--- src/rtl/lut_neuron_pkg.sv ---
// Shared types and sizing helpers for the pipelined LUT neuron layer.
package lut_neuron_pkg;

    // Layer controller states: zero-fill all tables, then serve samples.
    typedef enum logic {
        CLEAR = 1'b0,
        RUN   = 1'b1
    } state_e;

    // Default layer geometry.
    localparam int unsigned DEF_N_NEURONS = 4;
    localparam int unsigned DEF_IN_BITS   = 7;
    localparam int unsigned DEF_OUT_BITS  = 2;

    // Number of entries in one neuron truth table.
    function automatic int unsigned tbl_depth(input int unsigned in_bits);
        return 32'd1 << in_bits;
    endfunction

    // Neuron-select width; a single-neuron layer still gets a 1-bit index.
    function automatic int unsigned neuron_idx_w(input int unsigned n);
        return (n > 1) ? unsigned'($clog2(n)) : 32'd1;
    endfunction

endpackage

--- src/rtl/lut_neuron_layer_pipe_if.sv ---
// Config, input-stream and output-stream signals of the LUT neuron layer.
interface lut_neuron_layer_pipe_if #(
    parameter int unsigned N_NEURONS = 4,
    parameter int unsigned IN_BITS   = 7,
    parameter int unsigned OUT_BITS  = 2
);
    import lut_neuron_pkg::*;

    localparam int unsigned IDX_W = neuron_idx_w(N_NEURONS);

    // Table write port.
    logic                          cfg_we;
    logic                          cfg_ready;
    logic [IDX_W-1:0]              cfg_neuron;
    logic [IN_BITS-1:0]            cfg_addr;
    logic [OUT_BITS-1:0]           cfg_data;

    // Input sample stream.
    logic                          s_valid;
    logic                          s_ready;
    logic [N_NEURONS*IN_BITS-1:0]  s_data;

    // Output sample stream.
    logic                          m_valid;
    logic                          m_ready;
    logic [N_NEURONS*OUT_BITS-1:0] m_data;

    // Upstream/downstream environment side.
    modport master (
        output cfg_we, cfg_neuron, cfg_addr, cfg_data,
        output s_valid, s_data,
        output m_ready,
        input  cfg_ready, s_ready, m_valid, m_data
    );

    // Layer side.
    modport slave (
        input  cfg_we, cfg_neuron, cfg_addr, cfg_data,
        input  s_valid, s_data,
        input  m_ready,
        output cfg_ready, s_ready, m_valid, m_data
    );

endinterface

--- src/rtl/lut_neuron_ram.sv ---
// One neuron truth table: synchronous write, asynchronous read, no reset.
module lut_neuron_ram
    import lut_neuron_pkg::*;
#(
    parameter int unsigned IN_BITS  = 7,
    parameter int unsigned OUT_BITS = 2
) (
    input  logic                clk,
    input  logic                i_we,
    input  logic [IN_BITS-1:0]  i_waddr,
    input  logic [OUT_BITS-1:0] i_wdata,
    input  logic [IN_BITS-1:0]  i_raddr,
    output logic [OUT_BITS-1:0] o_rdata
);
    localparam int unsigned DEPTH = tbl_depth(IN_BITS);

    (* ram_style = "distributed" *) logic [OUT_BITS-1:0] r_mem [DEPTH];

    // Single write port.
    always_ff @(posedge clk) begin
        if (i_we) begin
            r_mem[i_waddr] <= i_wdata;
        end
    end

    assign o_rdata = r_mem[i_raddr];

endmodule

--- src/rtl/lut_neuron_layer_pipe.sv ---
// Pipelined layer of runtime-writable truth-table neurons with valid/ready streams.
// S1 holds the accepted sample; S2 holds the looked-up codes presented downstream.
module lut_neuron_layer_pipe
    import lut_neuron_pkg::*;
#(
    parameter int unsigned N_NEURONS = DEF_N_NEURONS,
    parameter int unsigned IN_BITS   = DEF_IN_BITS,
    parameter int unsigned OUT_BITS  = DEF_OUT_BITS
) (
    input  logic                          clk,
    input  logic                          rst_n,
    lut_neuron_layer_pipe_if.slave        bus,
    output logic                          init_done
);
    localparam int unsigned DEPTH        = tbl_depth(IN_BITS);
    localparam int unsigned NEURON_IDX_W = neuron_idx_w(N_NEURONS);
    localparam int unsigned S_W          = N_NEURONS * IN_BITS;
    localparam int unsigned M_W          = N_NEURONS * OUT_BITS;
    localparam logic [IN_BITS:0] CLR_LAST = (IN_BITS + 1)'(DEPTH - 1);
    localparam logic [IN_BITS:0] CLR_ONE  = (IN_BITS + 1)'(1);

    state_e               r_state;
    state_e               w_state_d;
    logic [IN_BITS:0]     r_clr_addr;
    logic [IN_BITS:0]     w_clr_addr_d;

    logic                 r_s1_valid;
    logic [S_W-1:0]       r_s1_data;
    logic                 r_m_valid;
    logic [M_W-1:0]       r_m_data;

    logic                 w_run;
    logic                 w_cfg_ready;
    logic                 w_cfg_fire;
    logic                 w_advance;
    logic                 w_s_ready;
    logic                 w_s_fire;

    logic [N_NEURONS-1:0] w_we;
    logic [IN_BITS-1:0]   w_waddr;
    logic [OUT_BITS-1:0]  w_wdata;
    logic [M_W-1:0]       w_lut;

    // Controller state and clear-sweep address.
    always_ff @(posedge clk or negedge rst_n) begin
        if (!rst_n) begin
            r_state    <= CLEAR;
            r_clr_addr <= '0;
        end else begin
            r_state    <= w_state_d;
            r_clr_addr <= w_clr_addr_d;
        end
    end

    // Sweep every table entry exactly once, then park in RUN.
    always_comb begin
        w_state_d    = r_state;
        w_clr_addr_d = r_clr_addr;
        unique case (r_state)
            CLEAR: begin
                w_clr_addr_d = r_clr_addr + CLR_ONE;
                if (r_clr_addr == CLR_LAST) begin
                    w_state_d = RUN;
                end
            end
            RUN: begin
                w_state_d = RUN;
            end
        endcase
    end

    assign w_run       = (r_state == RUN);
    // Writes only with S1 empty so a lookup never straddles a table change.
    assign w_cfg_ready = w_run && !r_s1_valid;
    assign w_cfg_fire  = bus.cfg_we && w_cfg_ready;
    assign w_advance   = !r_m_valid || bus.m_ready;
    // A config write wins over a simultaneous sample.
    assign w_s_ready   = w_run && !w_cfg_fire && (!r_s1_valid || w_advance);
    assign w_s_fire    = bus.s_valid && w_s_ready;

    // Shared write port: zero-fill during CLEAR, addressed config write in RUN.
    always_comb begin
        w_we    = '0;
        w_waddr = bus.cfg_addr;
        w_wdata = bus.cfg_data;
        if (!w_run) begin
            w_we    = '1;
            w_waddr = r_clr_addr[IN_BITS-1:0];
            w_wdata = '0;
        end else begin
            // Out-of-range indices match no neuron, so such writes are dropped.
            for (int i = 0; i < N_NEURONS; i++) begin
                if (w_cfg_fire && (bus.cfg_neuron == NEURON_IDX_W'(i))) begin
                    w_we[i] = 1'b1;
                end
            end
        end
    end

    for (genvar g = 0; g < N_NEURONS; g++) begin : g_neuron
        lut_neuron_ram #(
            .IN_BITS  (IN_BITS),
            .OUT_BITS (OUT_BITS)
        ) u_ram (
            .clk     (clk),
            .i_we    (w_we[g]),
            .i_waddr (w_waddr),
            .i_wdata (w_wdata),
            .i_raddr (r_s1_data[g*IN_BITS +: IN_BITS]),
            .o_rdata (w_lut[g*OUT_BITS +: OUT_BITS])
        );
    end

    // S1: capture accepted samples; empties when S2 takes its contents.
    always_ff @(posedge clk or negedge rst_n) begin
        if (!rst_n) begin
            r_s1_valid <= 1'b0;
            r_s1_data  <= '0;
        end else if (w_s_fire) begin
            r_s1_valid <= 1'b1;
            r_s1_data  <= bus.s_data;
        end else if (w_advance) begin
            r_s1_valid <= 1'b0;
        end
    end

    // S2: register the lookup result; frozen while downstream stalls.
    always_ff @(posedge clk or negedge rst_n) begin
        if (!rst_n) begin
            r_m_valid <= 1'b0;
            r_m_data  <= '0;
        end else if (w_advance) begin
            r_m_valid <= r_s1_valid;
            if (r_s1_valid) begin
                r_m_data <= w_lut;
            end
        end
    end

    assign bus.cfg_ready = w_cfg_ready;
    assign bus.s_ready   = w_s_ready;
    assign bus.m_valid   = r_m_valid;
    assign bus.m_data    = r_m_data;
    assign init_done     = w_run;

endmodule
--- src/flat_wrapper.sv ---
// flat-port wrapper written by rule: the top's interface ports become plain ports
module lut_neuron_layer_pipe_flat import lut_neuron_pkg::*;
#(
    parameter int unsigned N_NEURONS = DEF_N_NEURONS,
    parameter int unsigned IN_BITS   = DEF_IN_BITS,
    parameter int unsigned OUT_BITS  = DEF_OUT_BITS
)
  (clk, rst_n, init_done, bus_cfg_we, bus_cfg_neuron, bus_cfg_addr, bus_cfg_data, bus_s_valid, bus_s_data, bus_m_ready, bus_cfg_ready, bus_s_ready, bus_m_valid, bus_m_data);
  lut_neuron_layer_pipe_if #(.N_NEURONS(N_NEURONS), .IN_BITS(IN_BITS), .OUT_BITS(OUT_BITS)) bus_i ();
  input  logic clk;
  input  logic rst_n;
  output logic init_done;
  input wire logic [$bits(bus_i.cfg_we)-1:0] bus_cfg_we;
  input wire logic [$bits(bus_i.cfg_neuron)-1:0] bus_cfg_neuron;
  input wire logic [$bits(bus_i.cfg_addr)-1:0] bus_cfg_addr;
  input wire logic [$bits(bus_i.cfg_data)-1:0] bus_cfg_data;
  input wire logic [$bits(bus_i.s_valid)-1:0] bus_s_valid;
  input wire logic [$bits(bus_i.s_data)-1:0] bus_s_data;
  input wire logic [$bits(bus_i.m_ready)-1:0] bus_m_ready;
  output wire logic [$bits(bus_i.cfg_ready)-1:0] bus_cfg_ready;
  output wire logic [$bits(bus_i.s_ready)-1:0] bus_s_ready;
  output wire logic [$bits(bus_i.m_valid)-1:0] bus_m_valid;
  output wire logic [$bits(bus_i.m_data)-1:0] bus_m_data;
  assign bus_i.cfg_we = bus_cfg_we;
  assign bus_i.cfg_neuron = bus_cfg_neuron;
  assign bus_i.cfg_addr = bus_cfg_addr;
  assign bus_i.cfg_data = bus_cfg_data;
  assign bus_i.s_valid = bus_s_valid;
  assign bus_i.s_data = bus_s_data;
  assign bus_i.m_ready = bus_m_ready;
  assign bus_cfg_ready = bus_i.cfg_ready;
  assign bus_s_ready = bus_i.s_ready;
  assign bus_m_valid = bus_i.m_valid;
  assign bus_m_data = bus_i.m_data;
  lut_neuron_layer_pipe #(.N_NEURONS(N_NEURONS), .IN_BITS(IN_BITS), .OUT_BITS(OUT_BITS)) u_core (.clk(clk), .rst_n(rst_n), .bus(bus_i), .init_done(init_done));
endmodule
--- config.mk ---
export PLATFORM = sky130hd
export DESIGN_NAME = lut_neuron_layer_pipe_flat
export DESIGN_NICKNAME = d
export VERILOG_FILES = /design/src/rtl/lut_neuron_pkg.sv /design/src/rtl/lut_neuron_layer_pipe_if.sv /design/src/rtl/lut_neuron_ram.sv /design/src/rtl/lut_neuron_layer_pipe.sv /design/src/flat_wrapper.sv
export SDC_FILE = /design/constraint.sdc
export NUM_CORES = 1
export LEC_CHECK = 0
export BUFFER_PORTS_ARGS = -buffer_cell sky130_fd_sc_hd__buf_2
export CORE_ASPECT_RATIO = 1.5
export CORE_MARGIN = 4
export CORE_UTILIZATION = 50
export DETAILED_ROUTE_END_ITERATION = 7
export PLACE_DENSITY_LB_ADDON = 0.2
export RECOVER_POWER = 50
export SYNTH_ARGS = -nofsm -noshare
export SYNTH_HDL_FRONTEND = slang
export SYNTH_SLANG_ARGS = --single-unit
--- constraint.sdc ---
create_clock -name clk -period 12.07 [get_ports clk]
set_input_delay 1.8105 -clock clk [delete_from_list [all_inputs] [get_ports clk]]
set_output_delay 1.8105 -clock clk [all_outputs]
set_load 0.005 [all_outputs]
==> metrics.md <==
| Metric | Value |
|---|---|
| Status | finished with violations |
| Failing checks | max-capacitance violations, max-slew violations |
| Leak pwr | 12.4 nW |
| Die ar. | 93700 µm² |
| Critical path arrival | just over 7 ns |
| Register area share after synthesis | 0.719 |
| Post-Route WL | between 100000 and 150000 µm |
| Cts repair resizes | 0 |
| Mapped Nets | 2736 |
| Final net count | 2734 |
| Unrepaired setup endpoints after global routing | false |
| WP data required | 12.42 ns |
| Power Dens Cells | around 150 nW/µm² |
| Global-route wire length before repair | 155000 µm |
| Post-DR wirelength/cell | ~26 µm |
| Crit-path cells | buf_2 > and2_0 > buf_4 > buf_4 |
| R2r setup slk | between 5 and 6 ns |
| RR Endpoint | u_core.g_neuron[3].u_ram.r_mem[29][1] |
| Antenna violations before repair | 8 |
| Num CTS Buffers | 96 |
| Largest net degree at the start of global routing | 250 |
| Reg2Reg Launch Point | u_core.init_done |
| CTS max path bufs | 3 |
| Final WS setup | approximately 5.3 ns |
| Site Rows | 133 |
| Tcrit/Tclk final | 0.560 |
| Slowest stage cell on the critical path | and2_0 |
| H-tree Lvls | 3 |
| Cells after Synth | 2691 |
| Total power | 7.08 mW |
| Drt drc | 0 |
| Clock sinks | between 1k and 1.5k |
| Cell Count Post-Placement | 3738 |
| Initial Util | 0.505 |
| Clk root buf | clkbuf_16 |
| Drt first pass iters | 6 |
| FMAX | 0.148 GHz |
| Most used flip-flop cell after synthesis | edfxtp_1 |
| #FFs+latches synth | 1071 |
| Final setup skew | 0.0262 ns |
| Die boundary width | approximately 250 µm |
| Crit path max fanout | 110 |
| Hold EP | u_core.r_clr_addr[7] |
| Routability cong. | 0.818 |
| Post-Syn Area | 44400 µm² |
| Syn_area_per_cell | 16.5 µm² |
| MaxCap Viol Count | 10 |
| Commonest non-fill, non-tap cell in the layout | edfxtp_1 |
| Vias | roughly 24k |
| CP endpoint kind | flop |
| Vias in the first global route | 25.2k |
| Worst slew margin relative to its limit | -1.73 |
| Final Max Slew Viols | 459 |
| Die Ht | roughly 370 µm |
| Commonest cells after routing, fill and taps aside | 1024 x edfxtp_1, 557 x nor2_1, 186 x mux4_2 |
| Global route overflow | 0 |
| Initial DRC Count | 2474 |
| Netlist cell types | 58 |
| Synth async-reset ratio | 0.0439 |
| Reg2Reg Depth | 3 |
| Total core area | between 80000 and 90000 µm² |
| Min cycle time layout | a little under 7 ns |
| Hold Buf Count CTS | 0 |
| Cell mode on critical path | buf_4 |
| Startpoint type of the worst setup path | input pin |
| Hold Crit Class | reg2reg |
| Hold Violations, Final | 0 |
| IR Drop Worst-Case VDD | 0.105 mV |
| Layout cells sized above 1 | 0.166 |
| Area delta synth->final | 9.22% |
| Hold depth | 1 |
| Post-route insts no fill | 3922 |
| Worst Tran Pin Value | 4.09 ns |
| Number of flops mapped to enable cells by yosys | 1024 |
| All-Layer GR Usage | 0.218 |
| Post-layout util | 0.552 |
| Post-CTS Setup Bufs | 0 |
| Worst slack, placed | 7.10 ns |
| Io pins | 56 |
| DP Wirelength | between 60000 and 70000 µm |
| Post-route ant nets | 0 |
| Setup_tns | 0 ns |
| Port bufs | 55 |
| CTS clk-pin slew, worst paths | 0.07 ns |
| Hold_sp | u_core.r_clr_addr[7] |
| Vias per std cell | 6.10 |
| Synth warn | 0 |
| Final Setup Violations | 0 |
| CP Class | in2reg |
| Clk_lat worst skew | ~0.70 ns |
| TritonCTS clock tree | done |
| Worst path max stage delay | just under 3 ns |
how the worst max path moves through the flow:
stage | to | slack [ns] | depth (start not counted) | from
6_report | u_core.g_neuron[3].u_ram.r_mem[29][1] | 5.32 | 4 | bus_cfg_data[1]
3_5_place_dp | u_core.g_neuron[3].u_ram.r_mem[29][1] | 7.10 | 4 | bus_cfg_data[1]
3_3_place_gp | u_core.g_neuron[3].u_ram.r_mem[12][1] | 7.28 | 4 | bus_cfg_data[1]
5_1_grt | u_core.g_neuron[3].u_ram.r_mem[74][1] | 4.77 | 3 | u_core.init_done
2_1_floorplan | u_core.g_neuron[0].u_ram.r_mem[0][0] | 2.32 | 1 | bus_cfg_data[0]
4_1_cts | bus_cfg_ready | 7.49 | 3 | u_core.init_done
power breakdown:
group          leakage, nW  internal [mW]  switching (mW)  total (mW)
clock network         1.54           1.69            1.37        3.06
logic                 2.97        0.00524         0.00872      0.0140
registers             7.87           4.01               0        4.01
total                 12.4           5.70            1.38        7.08
kinds of logic after synthesis:
family | after synthesis | synth area share
simple gates | 791 | 0.0722
mux | 415 | 0.149
fa+ha+maj | 1 | 0.000282
xor+xnor | 7 | 0.00138
buf+inv | 202 | 0.0252
flops | 1071 | 0.719
compound gates | 204 | 0.0332
cells in the mapped netlist, types with 10 or more instances:
| library cell | n | area (µm²) |
|---|---|---|
| buf_2 | 21 | 105 |
| buf_6 | 20 | 225 |
| nand2b_1 | 18 | 113 |
| nor2_1 | 557 | 2090 |
| buf_4 | 20 | 150 |
| nand3_1 | 33 | 165 |
| o21ai_0 | 11 | 55.1 |
| a31oi_1 | 12 | 75.1 |
| o221ai_1 | 12 | 105 |
| nor2b_1 | 26 | 163 |
| dfrtp_1 | 47 | 1180 |
| mux2i_1 | 176 | 1760 |
| mux2_2 | 47 | 529 |
| nand2_1 | 124 | 465 |
| edfxtp_1 | 1024 | 30700 |
| o22ai_1 | 22 | 138 |
| mux4_2 | 186 | 4190 |
| clkbuf_1 | 104 | 390 |
| a21oi_1 | 23 | 115 |
| a22oi_1 | 38 | 285 |
| buf_1 | 18 | 67.6 |
| o21ai_1 | 10 | 50.1 |
| a211oi_1 | 10 | 75.1 |
per-stage QoR:
step	area (µm²)	hold WS, ns
6_report	48500	0.485
4_1_cts	48500	0.483
5_1_grt	48500	0.493
2_1_floorplan	44400	0.442
3_5_place_dp	45400	0.470
3_3_place_gp	45400	0.456
metal layers:
metal  vias to the layer above  routed length, µm  global-route usage
met5                         -                 45                   0
met4                         8               2650              0.0699
met3                       178               6720              0.0325
met2                       894              53900               0.382
met1                     12500              39600               0.281
li1                      10400                  -                   -
critical path: cells and delay by family:
kind          cells  cell delay (ns)
simple gates      1             2.90
buf+inv           3             2.20
state kept, by name (all words and copies together), names as in the netlist:
name / flops
u_core.bus.m_data: 8
u_core.bus.m_valid: 1
u_core.r_s1_data: 28
u_core.r_clr_addr: 8
u_core.r_s1_valid: 1
u_core.init_done: 1
u_core.g_neuron.u_ram.r_mem: 1024
cell type report:
type | instances | area (µm²)
clock buffers | 127 | 2590
inverters | 11 | 41.3
multi-input cells | 1418 | 11400
repair buffers | 91 | 527
flip-flops and latches | 1071 | 31900
diodes | 4 | 10.0
well taps | 1147 | 1440
fillers | 6837 | 39400
clock inverters | 53 | 603
No activity file was read; power rests on OpenSTA's default activity.
